File: src/rtl/alu_op_sequencer_if.sv
// alu_op_sequencer_if
//   Bundles the command handshake, the ALU drive/return path and the result
//   handshake of alu_op_sequencer.
//   slave  : sequencer side (takes commands, drives the ALU, returns results)
//   master : environment side (issues commands, models the ALU, consumes results)
interface alu_op_sequencer_if;
  logic        cmd_valid;
  logic        cmd_ready;
  logic        cmd_imm_en;
  logic [2:0]  cmd_op;
  logic [2:0]  cmd_rd;
  logic [2:0]  cmd_ra;
  logic [2:0]  cmd_rb;
  logic [31:0] cmd_imm;

  logic [2:0]  alu_sel;
  logic [31:0] alu_a;
  logic [31:0] alu_b;
  logic [31:0] alu_out;

  logic        res_valid;
  logic        res_ready;
  logic [31:0] res_data;
  logic [2:0]  res_rd;
  logic        res_zero;

  modport slave (
    input  cmd_valid, cmd_imm_en, cmd_op, cmd_rd, cmd_ra, cmd_rb, cmd_imm,
    input  alu_out, res_ready,
    output cmd_ready, alu_sel, alu_a, alu_b,
    output res_valid, res_data, res_rd, res_zero
  );

  modport master (
    output cmd_valid, cmd_imm_en, cmd_op, cmd_rd, cmd_ra, cmd_rb, cmd_imm,
    output alu_out, res_ready,
    input  cmd_ready, alu_sel, alu_a, alu_b,
    input  res_valid, res_data, res_rd, res_zero
  );
endinterface

File: src/rtl/alu_op_sequencer.sv
// alu_op_sequencer
//   Single-outstanding command sequencer with an 8 x 32 register file feeding
//   an external combinational ALU. Commands enter on cmd_*, the ALU is driven
//   for one EXEC cycle, and the captured result leaves on res_*. The result is
//   written back to rf[res_rd] when the result handshake completes.
//   clk   : clock, rising edge
//   rst_n : synchronous active-low reset
//   bus   : alu_op_sequencer_if.slave (cmd_*, alu_*, res_*)
module alu_op_sequencer (
  input  logic                clk,
  input  logic                rst_n,
  alu_op_sequencer_if.slave   bus
);

  typedef enum logic [1:0] {IDLE = 2'd0, EXEC = 2'd1, RESP = 2'd2} state_e;

  state_e      state_q, state_d;
  logic [31:0] rf_q [8];
  logic [31:0] rf_d [8];
  logic [2:0]  rd_q, rd_d;
  logic [2:0]  alu_sel_q, alu_sel_d;
  logic [31:0] alu_a_q, alu_a_d;
  logic [31:0] alu_b_q, alu_b_d;
  logic [31:0] res_data_q, res_data_d;
  logic [2:0]  res_rd_q, res_rd_d;

  logic cmd_ready;
  logic res_valid;
  logic accept;
  logic res_fire;

  // state register and datapath flops
  always_ff @(posedge clk) begin
    if (!rst_n) begin
      state_q    <= IDLE;
      for (int i = 0; i < 8; i++) rf_q[i] <= '0;
      rd_q       <= '0;
      alu_sel_q  <= '0;
      alu_a_q    <= '0;
      alu_b_q    <= '0;
      res_data_q <= '0;
      res_rd_q   <= '0;
    end else begin
      state_q    <= state_d;
      rf_q       <= rf_d;
      rd_q       <= rd_d;
      alu_sel_q  <= alu_sel_d;
      alu_a_q    <= alu_a_d;
      alu_b_q    <= alu_b_d;
      res_data_q <= res_data_d;
      res_rd_q   <= res_rd_d;
    end
  end

  // next-state
  always_comb begin
    state_d = state_q;
    case (state_q)
      IDLE:    if (bus.cmd_valid) state_d = bus.cmd_imm_en ? RESP : EXEC;
      EXEC:    state_d = RESP;
      RESP:    if (bus.res_ready) state_d = IDLE;
      default: state_d = IDLE;
    endcase
  end

  // FSM outputs
  always_comb begin
    cmd_ready = (state_q == IDLE);
    res_valid = (state_q == RESP);
  end

  assign accept   = cmd_ready && bus.cmd_valid;
  assign res_fire = res_valid && bus.res_ready;

  // datapath: operand fetch, result capture, write-back
  always_comb begin
    rf_d       = rf_q;
    rd_d       = rd_q;
    alu_sel_d  = alu_sel_q;
    alu_a_d    = alu_a_q;
    alu_b_d    = alu_b_q;
    res_data_d = res_data_q;
    res_rd_d   = res_rd_q;
    if (accept) begin
      rd_d = bus.cmd_rd;
      if (bus.cmd_imm_en) begin
        res_data_d = bus.cmd_imm;
        res_rd_d   = bus.cmd_rd;
      end else begin
        // ALU drive registers only move for ALU commands, so they hold their
        // last values through immediate loads.
        alu_sel_d = bus.cmd_op;
        alu_a_d   = rf_q[bus.cmd_ra];
        alu_b_d   = rf_q[bus.cmd_rb];
      end
    end
    if (state_q == EXEC) begin
      res_data_d = bus.alu_out;
      // res_rd tracks res_data so both change together at capture
      res_rd_d   = rd_q;
    end
    if (res_fire) rf_d[res_rd_q] = res_data_q;
  end

  assign bus.cmd_ready = cmd_ready;
  assign bus.res_valid = res_valid;
  assign bus.res_data  = res_data_q;
  assign bus.res_rd    = res_rd_q;
  assign bus.res_zero  = (res_data_q == 32'd0);
  assign bus.alu_sel   = alu_sel_q;
  assign bus.alu_a     = alu_a_q;
  assign bus.alu_b     = alu_b_q;

endmodule

File: src/flat_wrapper.sv
// flat-port wrapper written by rule: the top's interface ports become plain ports
module alu_op_sequencer_flat 
  (clk, rst_n, bus_cmd_valid, bus_cmd_imm_en, bus_cmd_op, bus_cmd_rd, bus_cmd_ra, bus_cmd_rb, bus_cmd_imm, bus_alu_out, bus_res_ready, bus_cmd_ready, bus_alu_sel, bus_alu_a, bus_alu_b, bus_res_valid, bus_res_data, bus_res_rd, bus_res_zero);
  alu_op_sequencer_if bus_i ();
  input  logic clk;
  input  logic rst_n;
  input wire logic [$bits(bus_i.cmd_valid)-1:0] bus_cmd_valid;
  input wire logic [$bits(bus_i.cmd_imm_en)-1:0] bus_cmd_imm_en;
  input wire logic [$bits(bus_i.cmd_op)-1:0] bus_cmd_op;
  input wire logic [$bits(bus_i.cmd_rd)-1:0] bus_cmd_rd;
  input wire logic [$bits(bus_i.cmd_ra)-1:0] bus_cmd_ra;
  input wire logic [$bits(bus_i.cmd_rb)-1:0] bus_cmd_rb;
  input wire logic [$bits(bus_i.cmd_imm)-1:0] bus_cmd_imm;
  input wire logic [$bits(bus_i.alu_out)-1:0] bus_alu_out;
  input wire logic [$bits(bus_i.res_ready)-1:0] bus_res_ready;
  output wire logic [$bits(bus_i.cmd_ready)-1:0] bus_cmd_ready;
  output wire logic [$bits(bus_i.alu_sel)-1:0] bus_alu_sel;
  output wire logic [$bits(bus_i.alu_a)-1:0] bus_alu_a;
  output wire logic [$bits(bus_i.alu_b)-1:0] bus_alu_b;
  output wire logic [$bits(bus_i.res_valid)-1:0] bus_res_valid;
  output wire logic [$bits(bus_i.res_data)-1:0] bus_res_data;
  output wire logic [$bits(bus_i.res_rd)-1:0] bus_res_rd;
  output wire logic [$bits(bus_i.res_zero)-1:0] bus_res_zero;
  assign bus_i.cmd_valid = bus_cmd_valid;
  assign bus_i.cmd_imm_en = bus_cmd_imm_en;
  assign bus_i.cmd_op = bus_cmd_op;
  assign bus_i.cmd_rd = bus_cmd_rd;
  assign bus_i.cmd_ra = bus_cmd_ra;
  assign bus_i.cmd_rb = bus_cmd_rb;
  assign bus_i.cmd_imm = bus_cmd_imm;
  assign bus_i.alu_out = bus_alu_out;
  assign bus_i.res_ready = bus_res_ready;
  assign bus_cmd_ready = bus_i.cmd_ready;
  assign bus_alu_sel = bus_i.alu_sel;
  assign bus_alu_a = bus_i.alu_a;
  assign bus_alu_b = bus_i.alu_b;
  assign bus_res_valid = bus_i.res_valid;
  assign bus_res_data = bus_i.res_data;
  assign bus_res_rd = bus_i.res_rd;
  assign bus_res_zero = bus_i.res_zero;
  alu_op_sequencer u_core (.clk(clk), .rst_n(rst_n), .bus(bus_i));
endmodule
File: config.mk
export PLATFORM = sky130hd
export DESIGN_NAME = alu_op_sequencer_flat
export DESIGN_NICKNAME = d
export VERILOG_FILES = /design/src/rtl/alu_op_sequencer_if.sv /design/src/rtl/alu_op_sequencer.sv /design/src/flat_wrapper.sv
export SDC_FILE = /design/constraint.sdc
export NUM_CORES = 1
export LEC_CHECK = 0
export ABC_AREA = 1
export BUFFER_PORTS_ARGS = -buffer_cell sky130_fd_sc_hd__buf_4
export CORE_ASPECT_RATIO = 2
export CORE_MARGIN = 2
export CORE_UTILIZATION = 25
export CTS_BUF_LIST = sky130_fd_sc_hd__clkbuf_8
export CTS_CLUSTER_SIZE = 30
export DETAILED_ROUTE_END_ITERATION = 10
export HOLD_SLACK_MARGIN = 0.05
export PLACE_DENSITY_LB_ADDON = 0.2
export RECOVER_POWER = 25
export SLEW_MARGIN = 30
export SYNTH_ARGS = -nofsm -noshare
export SYNTH_HDL_FRONTEND = slang
export SYNTH_SLANG_ARGS = --single-unit
File: constraint.sdc
create_clock -name clk -period 3.3 [get_ports clk]
set_clock_uncertainty 0.1 [all_clocks]
set_input_delay 0.99 -clock clk [delete_from_list [all_inputs] [get_ports clk]]
set_output_delay 0.99 -clock clk [all_outputs]
set_load 0.05 [all_outputs]
==> results.ini <==
[status]
status=complete, but fails checks
violations=max-capacitance violations, max-slew violations

[route]
post_drt_wl_per_cell_um=20.0
drt-initial-drc-count=1153
ant_nets=0
drc_errors=0
drt_pre_antenna_iters=5
dr_total_vias=18800
finalWirelength_um=78500
vias_per_cell=4.78

[sta]
slew_viol_final=65
post-route-min-period_ns=3.13
setup_violations=0
fin_crit_sh_pct=95.0
final.setup.tns_ns=0
grt_setup_unrepaired=no
slew-limit-headroom_pct=-3.85
hold_slack_ns=0.374
fmax_ghz=0.319
worstMarginPinSlew_ns=1.56
finalHoldViolations=0

[global_route]
overflow=0
first_global_vias=18500
grt_max_degree=92
grt_use_total_pct=20.7
grt_first_pass_wirelength_um=117000
antenna_found_initial=1

[layout]
stdcell_area_mm2=0.0216
drive_gt1_share_pct=12.3
nFillCells=8174
syn2layout_area_growth_pct=18.9
layout.nets=3057

[clocking]
cts_buffers=56
clock_latency_ns=0.67
hold_buffers=0
cts_root_buffer=clkbuf_8
cts.clk_slew.worst_paths_ns=0.07
cts_tree=done
cts_sinks=363
cts_buffer_depth=3
htreeDepth=2

[synthesis]
synth_top_area_cell=dfxtp_1
synth.top_cell.area_share_pct=39.9
synth_nets=2965
seq_area_frac_synth_pct=39.9
yosys_register_bits=363
yosysWarningCount=0
ys_types=23
synth_cells=2884
synth_area_leaders=dfxtp_1 (40%), nand2_1 (13%), nand3_1 (12%), o21ai_0 (8.5%), nor2_1 (8.5%)
syn_area_mm2=0.0182
syn_area_per_cell_um2=6.31

[placed_design]
portBuffers=185
dpl-instance-area_mm2=0.0207
gp_congestion=0.797
place_hpwl_um=50700

[pwr]
peakVddDrop_mv=0.240
p_leak_uw=0.00953
cellPowerDensity_mw_per_mm2=487

[worst_setup_path]
end_kind=output pin
cp_slowest_stage_delay_ns=0.43
cp-start-kind=flop
cp_max_fo=11
criticalPathCategory=flop to output pin
crit_arrival_ns=2.04
slowest_stage=dfxtp_1
reg2reg_slack_ns=0.39
r2r_cells=8
cpMostUsedCell=nor2_1
path_cells=nor2_1 > nand4_1 > or2_2 > nor2_1 > buf_4
crit_required_ns=2.21

[floorplan]
die_h_um=386
die_area_mm2=0.0751
rows=140
initial_core_util_pct=25.1
io_pins=186
fp.dieW_um=195
coreArea_mm2=0.0725

[hold_path]
hp-class=flop to flop
holdPathStages=2

[flow_run]
drv_cap=1

## cells by family (layout without fill, tap and decap cells)
group                  after synthesis  after routing  share of synthesized area [%]
AOI/OAI and AO/OA                  527            527                           14.7
other                                0              1                              0
buffers and inverters              524            653                           11.7
DFF                                363            363                           39.9
and+or+nand+nor                   1470           1470                           33.6
## metrics by stage
stage / utilization (%) / total power (µW) / worst slack [ns] / cells
after floorplan: - / 5960 / 0.379 / 2884
after global placement: 28.5 / 6780 / 0.750 / 3841
after detailed placement: 28.5 / 6780 / 0.736 / 3841
after CTS: 30.0 / 10700 / 0.0952 / 3936
after global routing: 29.8 / 11000 / 0.0384 / 3937
final: 29.8 / 10500 / 0.166 / 3937
## where the power goes
group / internal, µW / total, µW / switching (µW)
Combinational: 607 / 2040 / 1430
Clock: 1940 / 3890 / 1950
Sequential: 4530 / 4620 / 93.8
Total: 7080 / 10500 / 3470
## state kept, by name, summed over array words and instances, names as in the netlist
name,count
u_core.rf_q,256
u_core.bus.alu_a,32
u_core.bus.alu_b,32
u_core.bus.res_data,32
u_core.bus.alu_sel,3
u_core.bus.res_rd,3
u_core.rd_q,3
u_core.state_q,2
## cells in the mapped netlist (all sizes together)
| library cell | instances |
|---|---|
| a21oi | 131 |
| a31oi | 35 |
| buf | 129 |
| clkbuf | 119 |
| dfxtp | 363 |
| inv | 276 |
| nand2 | 626 |
| nand3 | 421 |
| nand3b | 1 |
| nand4 | 3 |
| nor2 | 415 |
| nor3 | 1 |
| nor4 | 2 |
| o21ai | 361 |
| or2 | 1 |
## routing by layer
layer | wire length [µm] | track usage [%]
met5 | 0 | 0
met4 | 4770 | 11.9
met3 | 2900 | 1.94
met2 | 42100 | 40.4
met1 | 28800 | 21.3
## worst paths after layout
| kind | start | to |
|---|---|---|
| setup / recovery | u_core.bus.res_data[13] | bus_res_zero |
| hold / removal | u_core.rf_q[18] | u_core.rf_q[18] |
| setup reg to reg | u_core.state_q[1] | u_core.rf_q[28] |
| hold reg to reg | u_core.rf_q[18] | u_core.rf_q[18] |
## layout make-up
cell class	instances	area, µm²	share of cell area [%]
flip-flops and latches	363	7270	33.6
diodes	1	2.50	0.0116
multi-input cells	1997	8770	40.5
repair buffers	282	2320	10.7
well taps	923	1150	5.34
clock buffers	72	991	4.58
inverters	276	1040	4.81
clock inverters	23	105	0.486
## critical path: cells and delay by family, from the launching register on
kind / cells / cell delay, ns
buffers and inverters: 1 / 0.22
DFF: 1 / 0.43
and+or+nand+nor: 4 / 0.73
## placed cells by master (no fill, tap or decap), types with 52 or more instances in the layout
cell type,netlist,layout
nand2_1,616,620
nand3_1,421,421
nor2_1,410,415
dfxtp_1,363,363
o21ai_0,309,309
inv_1,266,284
buf_4,20,252
a21oi_1,131,131
clkbuf_8,0,73
o21ai_1,52,52
## timing repair
item | in CTS | in global routing
buffers inserted | 0 | 0
resized for setup | 0 | 1
endpoints found under the setup margin | 0 | 1
(Power assumes the default switching activity.)
